File: config.mk
export PLATFORM = sky130hd
export DESIGN_NAME = regfile_bypass
export DESIGN_NICKNAME = d
export VERILOG_FILES = /design/src/rtl/regfile_pkg.sv /design/src/rtl/regfile_bypass_mux.sv /design/src/rtl/regfile_bypass.sv
export SDC_FILE = /design/constraint.sdc
export NUM_CORES = 2
export LEC_CHECK = 0
export ABC_AREA = 1
export BUFFER_PORTS_ARGS = -buffer_cell sky130_fd_sc_hd__buf_4
export CAP_MARGIN = 20
export CORE_MARGIN = 1
export CORE_UTILIZATION = 41
export CTS_CLUSTER_SIZE = 24
export DETAILED_ROUTE_END_ITERATION = 8
export PLACE_DENSITY = 0.53
export SYNTH_ARGS = -nofsm -noshare
export SYNTH_HDL_FRONTEND = slang
export SYNTH_SLANG_ARGS = --single-unit
export TNS_END_PERCENT = 20
File: constraint.sdc
create_clock -name clock -period 2.2 [get_ports clock]
set_input_delay 0.22 -clock clock [delete_from_list [all_inputs] [get_ports clock]]
set_output_delay 0.22 -clock clock [all_outputs]
set_load 0.05 [all_outputs]
File: src/rtl/regfile_pkg.sv
// Shared types for the bypassing register file: operand source encoding and
// the hard-wired zero register index.
package regfile_pkg;

  typedef enum logic [2:0] {
    SRC_ZERO,
    SRC_EX,
    SRC_MEM,
    SRC_WB,
    SRC_ARRAY
  } byp_src_t;

  localparam int unsigned REG_ZERO = 0;

endpackage

File: src/rtl/regfile_bypass_mux.sv
// Per-port operand resolver: register 0, then EX, MEM, WB result buses, then the
// storage array word. Purely combinational.
module regfile_bypass_mux
  import regfile_pkg::*;
#(
  parameter int DATA_W = 32,
  parameter int AW     = 5
) (
  input  logic [AW-1:0]     rdAddr,
  input  logic              exWrEn,
  input  logic [AW-1:0]     exWrAddr,
  input  logic [DATA_W-1:0] exWrData,
  input  logic              memWrEn,
  input  logic [AW-1:0]     memWrAddr,
  input  logic [DATA_W-1:0] memWrData,
  input  logic              wbWrEn,
  input  logic [AW-1:0]     wbWrAddr,
  input  logic [DATA_W-1:0] wbWrData,
  input  logic [DATA_W-1:0] arrayWord,
  output logic [DATA_W-1:0] data,
  output byp_src_t          src
);

  always_comb begin
    data = arrayWord;
    src  = SRC_ARRAY;
    if (rdAddr == AW'(REG_ZERO)) begin
      data = '0;
      src  = SRC_ZERO;
    end else if (exWrEn && exWrAddr == rdAddr) begin
      data = exWrData;
      src  = SRC_EX;
    end else if (memWrEn && memWrAddr == rdAddr) begin
      data = memWrData;
      src  = SRC_MEM;
    end else if (wbWrEn && wbWrAddr == rdAddr) begin
      data = wbWrData;
      src  = SRC_WB;
    end
  end

endmodule

File: src/rtl/regfile_bypass.sv
// Register file with EX/MEM/WB bypass, load busy scoreboard and load-use stall.
// Optional stall/bypass statistics counters under REGFILE_BYPASS_STATS_EN.
module regfile_bypass
  import regfile_pkg::*;
#(
  parameter int DATA_W = 32,
  parameter int NREGS  = 32,
  parameter int NRD    = 2,
  parameter int AW     = $clog2(NREGS)
) (
  input  logic                  clock,
  input  logic                  reset_n,
  input  logic [NRD-1:0]        rd_en,
  input  logic [NRD*AW-1:0]     rd_addr,
  output logic [NRD*DATA_W-1:0] rd_data,
  output logic                  stall,
  input  logic                  ex_wr_en,
  input  logic [AW-1:0]         ex_wr_addr,
  input  logic [DATA_W-1:0]     ex_wr_data,
  input  logic                  mem_wr_en,
  input  logic [AW-1:0]         mem_wr_addr,
  input  logic [DATA_W-1:0]     mem_wr_data,
  input  logic                  wb_wr_en,
  input  logic [AW-1:0]         wb_wr_addr,
  input  logic [DATA_W-1:0]     wb_wr_data,
  input  logic                  wb_is_load,
  input  logic                  ld_issue,
  input  logic [AW-1:0]         ld_addr,
`ifdef REGFILE_BYPASS_STATS_EN
  output logic [31:0]           stall_cnt,
  output logic [31:0]           byp_cnt,
`endif
  input  logic                  flush
);

  logic [DATA_W-1:0] regs [NREGS];
  logic [NREGS-1:0]  busy;
  logic [DATA_W-1:0] resolved [NRD];
  byp_src_t          srcSel [NRD];
  logic [NRD-1:0]    portStall;
  logic [NRD-1:0]    portByp;
  logic              wbLoadClr;

  assign wbLoadClr = wb_wr_en && wb_is_load;

  for (genvar p = 0; p < NRD; p++) begin : g_port
    logic [AW-1:0] addr;
    assign addr = rd_addr[p*AW +: AW];

    regfile_bypass_mux #(
      .DATA_W (DATA_W),
      .AW     (AW)
    ) u_mux (
      .rdAddr    (addr),
      .exWrEn    (ex_wr_en),
      .exWrAddr  (ex_wr_addr),
      .exWrData  (ex_wr_data),
      .memWrEn   (mem_wr_en),
      .memWrAddr (mem_wr_addr),
      .memWrData (mem_wr_data),
      .wbWrEn    (wb_wr_en),
      .wbWrAddr  (wb_wr_addr),
      .wbWrData  (wb_wr_data),
      .arrayWord (regs[addr]),
      .data      (resolved[p]),
      .src       (srcSel[p])
    );

    // A same-cycle WB load to this register resolves the hazard via the bypass.
    assign portStall[p] = rd_en[p] && busy[addr] &&
                          !(wbLoadClr && wb_wr_addr == addr);
    assign portByp[p]   = rd_en[p] &&
                          (srcSel[p] == SRC_EX || srcSel[p] == SRC_MEM ||
                           srcSel[p] == SRC_WB);
  end

  assign stall = |portStall;

  always_ff @(posedge clock or negedge reset_n) begin
    if (!reset_n) begin
      for (int unsigned i = 0; i < NREGS; i++) regs[i] <= '0;
    end else if (wb_wr_en && wb_wr_addr != AW'(REG_ZERO)) begin
      regs[wb_wr_addr] <= wb_wr_data;
    end
  end

  // Bit 0 is never set, so it stays zero from reset onwards.
  always_ff @(posedge clock or negedge reset_n) begin
    if (!reset_n) begin
      busy <= '0;
    end else if (flush) begin
      busy <= '0;
    end else begin
      for (int unsigned i = 1; i < NREGS; i++) begin
        if (ld_issue && ld_addr == AW'(i))
          busy[i] <= 1'b1;
        else if (wbLoadClr && wb_wr_addr == AW'(i))
          busy[i] <= 1'b0;
      end
    end
  end

  always_ff @(posedge clock or negedge reset_n) begin
    if (!reset_n) begin
      rd_data <= '0;
    end else if (!stall) begin
      for (int unsigned p = 0; p < NRD; p++)
        if (rd_en[p]) rd_data[p*DATA_W +: DATA_W] <= resolved[p];
    end
  end

`ifdef REGFILE_BYPASS_STATS_EN
  always_ff @(posedge clock or negedge reset_n) begin
    if (!reset_n) begin
      stall_cnt <= '0;
      byp_cnt   <= '0;
    end else begin
      if (stall && stall_cnt != '1) stall_cnt <= stall_cnt + 32'd1;
      if (!stall && |portByp && byp_cnt != '1) byp_cnt <= byp_cnt + 32'd1;
    end
  end
`endif

endmodule

==> results.cfg <==
[power_and_ir_drop]
sequentialPowerShare_pct = 41.8
ir_worst_vdd_uv = 808
switchingPower_mw = 21.7
power_frac_comb_pct = 22.2
clkPwrFrac_pct = 36.0
netSwitchingFraction_pct = 33.2
total_leakage_power_nw = 37.4
pwr_density_cell_nw_per_um2 = 841
cell_internal_pwr_mw = 43.7

[die]
fp.dieH_um = 398
start_util_pct = 41.5
core.rowCount = 144
die_w_um = 398
area_inside_the_core_boundary_um2 = 155000
io_pins = 201
die_area_um2 = 158000

[synth]
ys_async_sr_fraction_pct = 100
synth.net_count = 9633
synth.top_cell.area_share_pct = 43.5
ys_dominant_reg_cell = dfrtp_1
netlist_instances = 9497
synthDominantAreaCellType = dfrtp_1
synthDistinctLibCells = 35
synthTopCellsByArea = dfrtp_1 (44%), nand2_1 (26%), nand3_1 (12%)
ys_seq_area_share_pct = 43.5
synth.yosys.warnings = 0
number_of_enable_type_register_cells_in_the_synthesized_netlist = 0
synthesis.area_um2 = 64300
mapped_avg_cell_area_um2 = 6.77
ys_ff_latch = 1119

[global_routing]
grtUsageTotal_pct = 36.0
grt_overflow_total = 0
grt_max_degree = 106
antenna_found_initial = 6
grt_pass1_wl_um = 427000
first_global_vias = 63908

[final_layout]
most_common_library_cell_in_the_layout_ignoring_fill_and_taps = nand2_1
final_layout_size_suffix_gt1_share_pct = 11.4
finish.utilization_pct = 50.2
post_layout_nonfiller_instances = 11870
layout_common_cells = nand2_1 (4339), nand3_1 (1556), dfrtp_1 (1119), o21ai_0 (1010), buf_4 (523)
num-fill-cells = 15408
design_area_um2 = 77800
synthToLayoutAreaGrowth_pct = 21.0
final_net_count = 9850

[sta]
timing.final.setup_violations = 1
worst_hold_slack_ns = 0.0299
share_of_the_clock_period_used_by_the_worst_path_after_layout_pct = 104
setup_total_negative_slack_ns = -0.0853
max_slew.worst_pin.slew_ns = 0.662
final.min_clock_period_ns = 2.29
slew_violations = 0
rsz_0062_raised_after_global_routing = true
timing.fmax_mhz = 438
slew_headroom_pct = 55.9
clock-skew-final_ns = 0.0440
timing.final.hold_violations = 0
final_setup_margin_ns = -0.0853

[worst_setup_path]
timing.critical_path.fanout_max = 2
required_time_worst_endpoint_ns = 1.98
cp_data_arrival_time_ns = 2.07
worstSetupStartpointType = flip-flop
sort_of_element_at_the_end_of_the_critical_path = output pin
worstSetupPathType = reg -> out

[cts]
cts.root.buffer_cell = clkbuf_16
cts-buffers-inserted = 138
clock_path_buffers = 3
worst_setup_hold_path_clk_slew_ns = 0.06
clk_latency_ns = 0.81
tritoncts = done
clkSinkCount = 1119
cts_htree_levels = 4

[detailed_routing]
antenna_violating_nets_post_route = 0
detail_route.iter0.violations = 8664
firstDrtPassIters = 6
drcViolationCount = 0
detailroute.via_count = 67887
route.detailed.vias_per_inst = 5.72
detail_route.wirelength_um = 288000
wire_per_inst_um = 24.2

[status]
run_status = finished, violations left
violations = setup timing

[placement]
dp_cells = 11474
dp_hpwl_um = 185000
routabilityCongestion = 0.964
port_buffers = 200
placed_area_um2 = 71500

[job]
max_capacitance_violation_count = 0

[min_path]
hold_class = in -> reg
## kinds of logic after synthesis
kind of cell / count (synthesis) / share of synthesized area, %
simple gates: 6178 / 39.3
compound gates: 1222 / 9.58
buf+inv: 975 / 7.49
flops: 1119 / 43.5
xor+xnor: 3 / 0.0409
## per-stage QoR
| step | total power, mW | worst slack (ns) |
|---|---|---|
| after floorplan | 35.9 | 0.491 |
| after global placement | 41.3 | -0.113 |
| after detailed placement | 41.6 | -0.110 |
| after CTS | 65.5 | -0.0989 |
| after global routing | 68.7 | -0.182 |
| final | 65.5 | -0.0853 |
## layout make-up
type | instances | area, um2 | area share (%)
multi-input cells | 7403 | 31900 | 41.0
repair buffers | 896 | 10000 | 12.9
flip-flops and latches | 1119 | 28000 | 36.0
well taps | 2044 | 2560 | 3.29
diodes | 4 | 10.0 | 0.0129
inverters | 156 | 637 | 0.818
clock inverters | 41 | 537 | 0.690
clock buffers | 207 | 4120 | 5.29
## power groups by stage
stage	clock (mW)	combinational [mW]	sequential, mW
CTS	23.9	14.3	27.2
detailed placement	0	14.1	27.5
floorplan	0	8.22	27.6
global placement	0	13.8	27.5
finish	23.6	14.5	27.3
global route	24.7	16.2	27.8
## synth_stat cells (2+ instances only)
master / instances
buf_1: 34
xnor2_1: 2
or2_1: 5
inv_1: 145
inv_2: 9
or2_0: 2
nand4_1: 5
buf_2: 292
o21ai_1: 28
buf_4: 72
nor2_1: 174
nand3_2: 7
nand3_1: 1580
clkbuf_1: 355
a21oi_1: 170
o21ai_0: 1010
nor2_2: 2
buf_6: 58
or2_2: 18
dfrtp_1: 1119
a221oi_2: 2
nand2_1: 4383
o31ai_1: 2
buf_8: 6
o22ai_1: 7
## path summary, 6_finish.rpt
kind,to,slack [ns],depth (start not counted),start
worst max-delay path,stall,-0.09,9,busy[12]
worst min-delay path,regs[491],0.03,3,wb_wr_data[11]
worst max register to register,rd_data[33],0.04,14,regs[641]
worst min register to register,regs[1008],0.40,0,regs[1008]
max in group asynchronous,regs[108],1.14,3,reset_n
min in group asynchronous,regs[82],0.19,3,reset_n
## registers in the layout, indices dropped and copies added (netlist names)
register  cells
busy         31
rd_data      64
regs       1024
## routing by layer
metal  track usage [%]  vias to the layer above  routed length (um)
li1                  -                    31127                   -
met1              48.0                    32459              117000
met2              55.0                     3553              127000
met3              6.25                      748               25000
met4              20.6                        0               18300
met5                 0                        -                   0
## worst max-delay path, stage by stage, from the launching register on
cell and delay [ns]:
dfrtp_1 0.38, inv_1 0.13, nand2_1 0.07, nand3_1 0.07
nand3_1 0.08, nand3_1 0.09, nand3_2 0.10, nand3_4 0.11
nand2_4 0.06, buf_8 0.15
## repair_timing
item,in CTS,in global routing
hold buffers,130,0
endpoints found under the hold margin,999,0
pin swaps,9,10
buffers inserted,5,11
endpoints found under the setup margin,1,20
resized for setup,18,41
(Power assumes the default switching activity.)
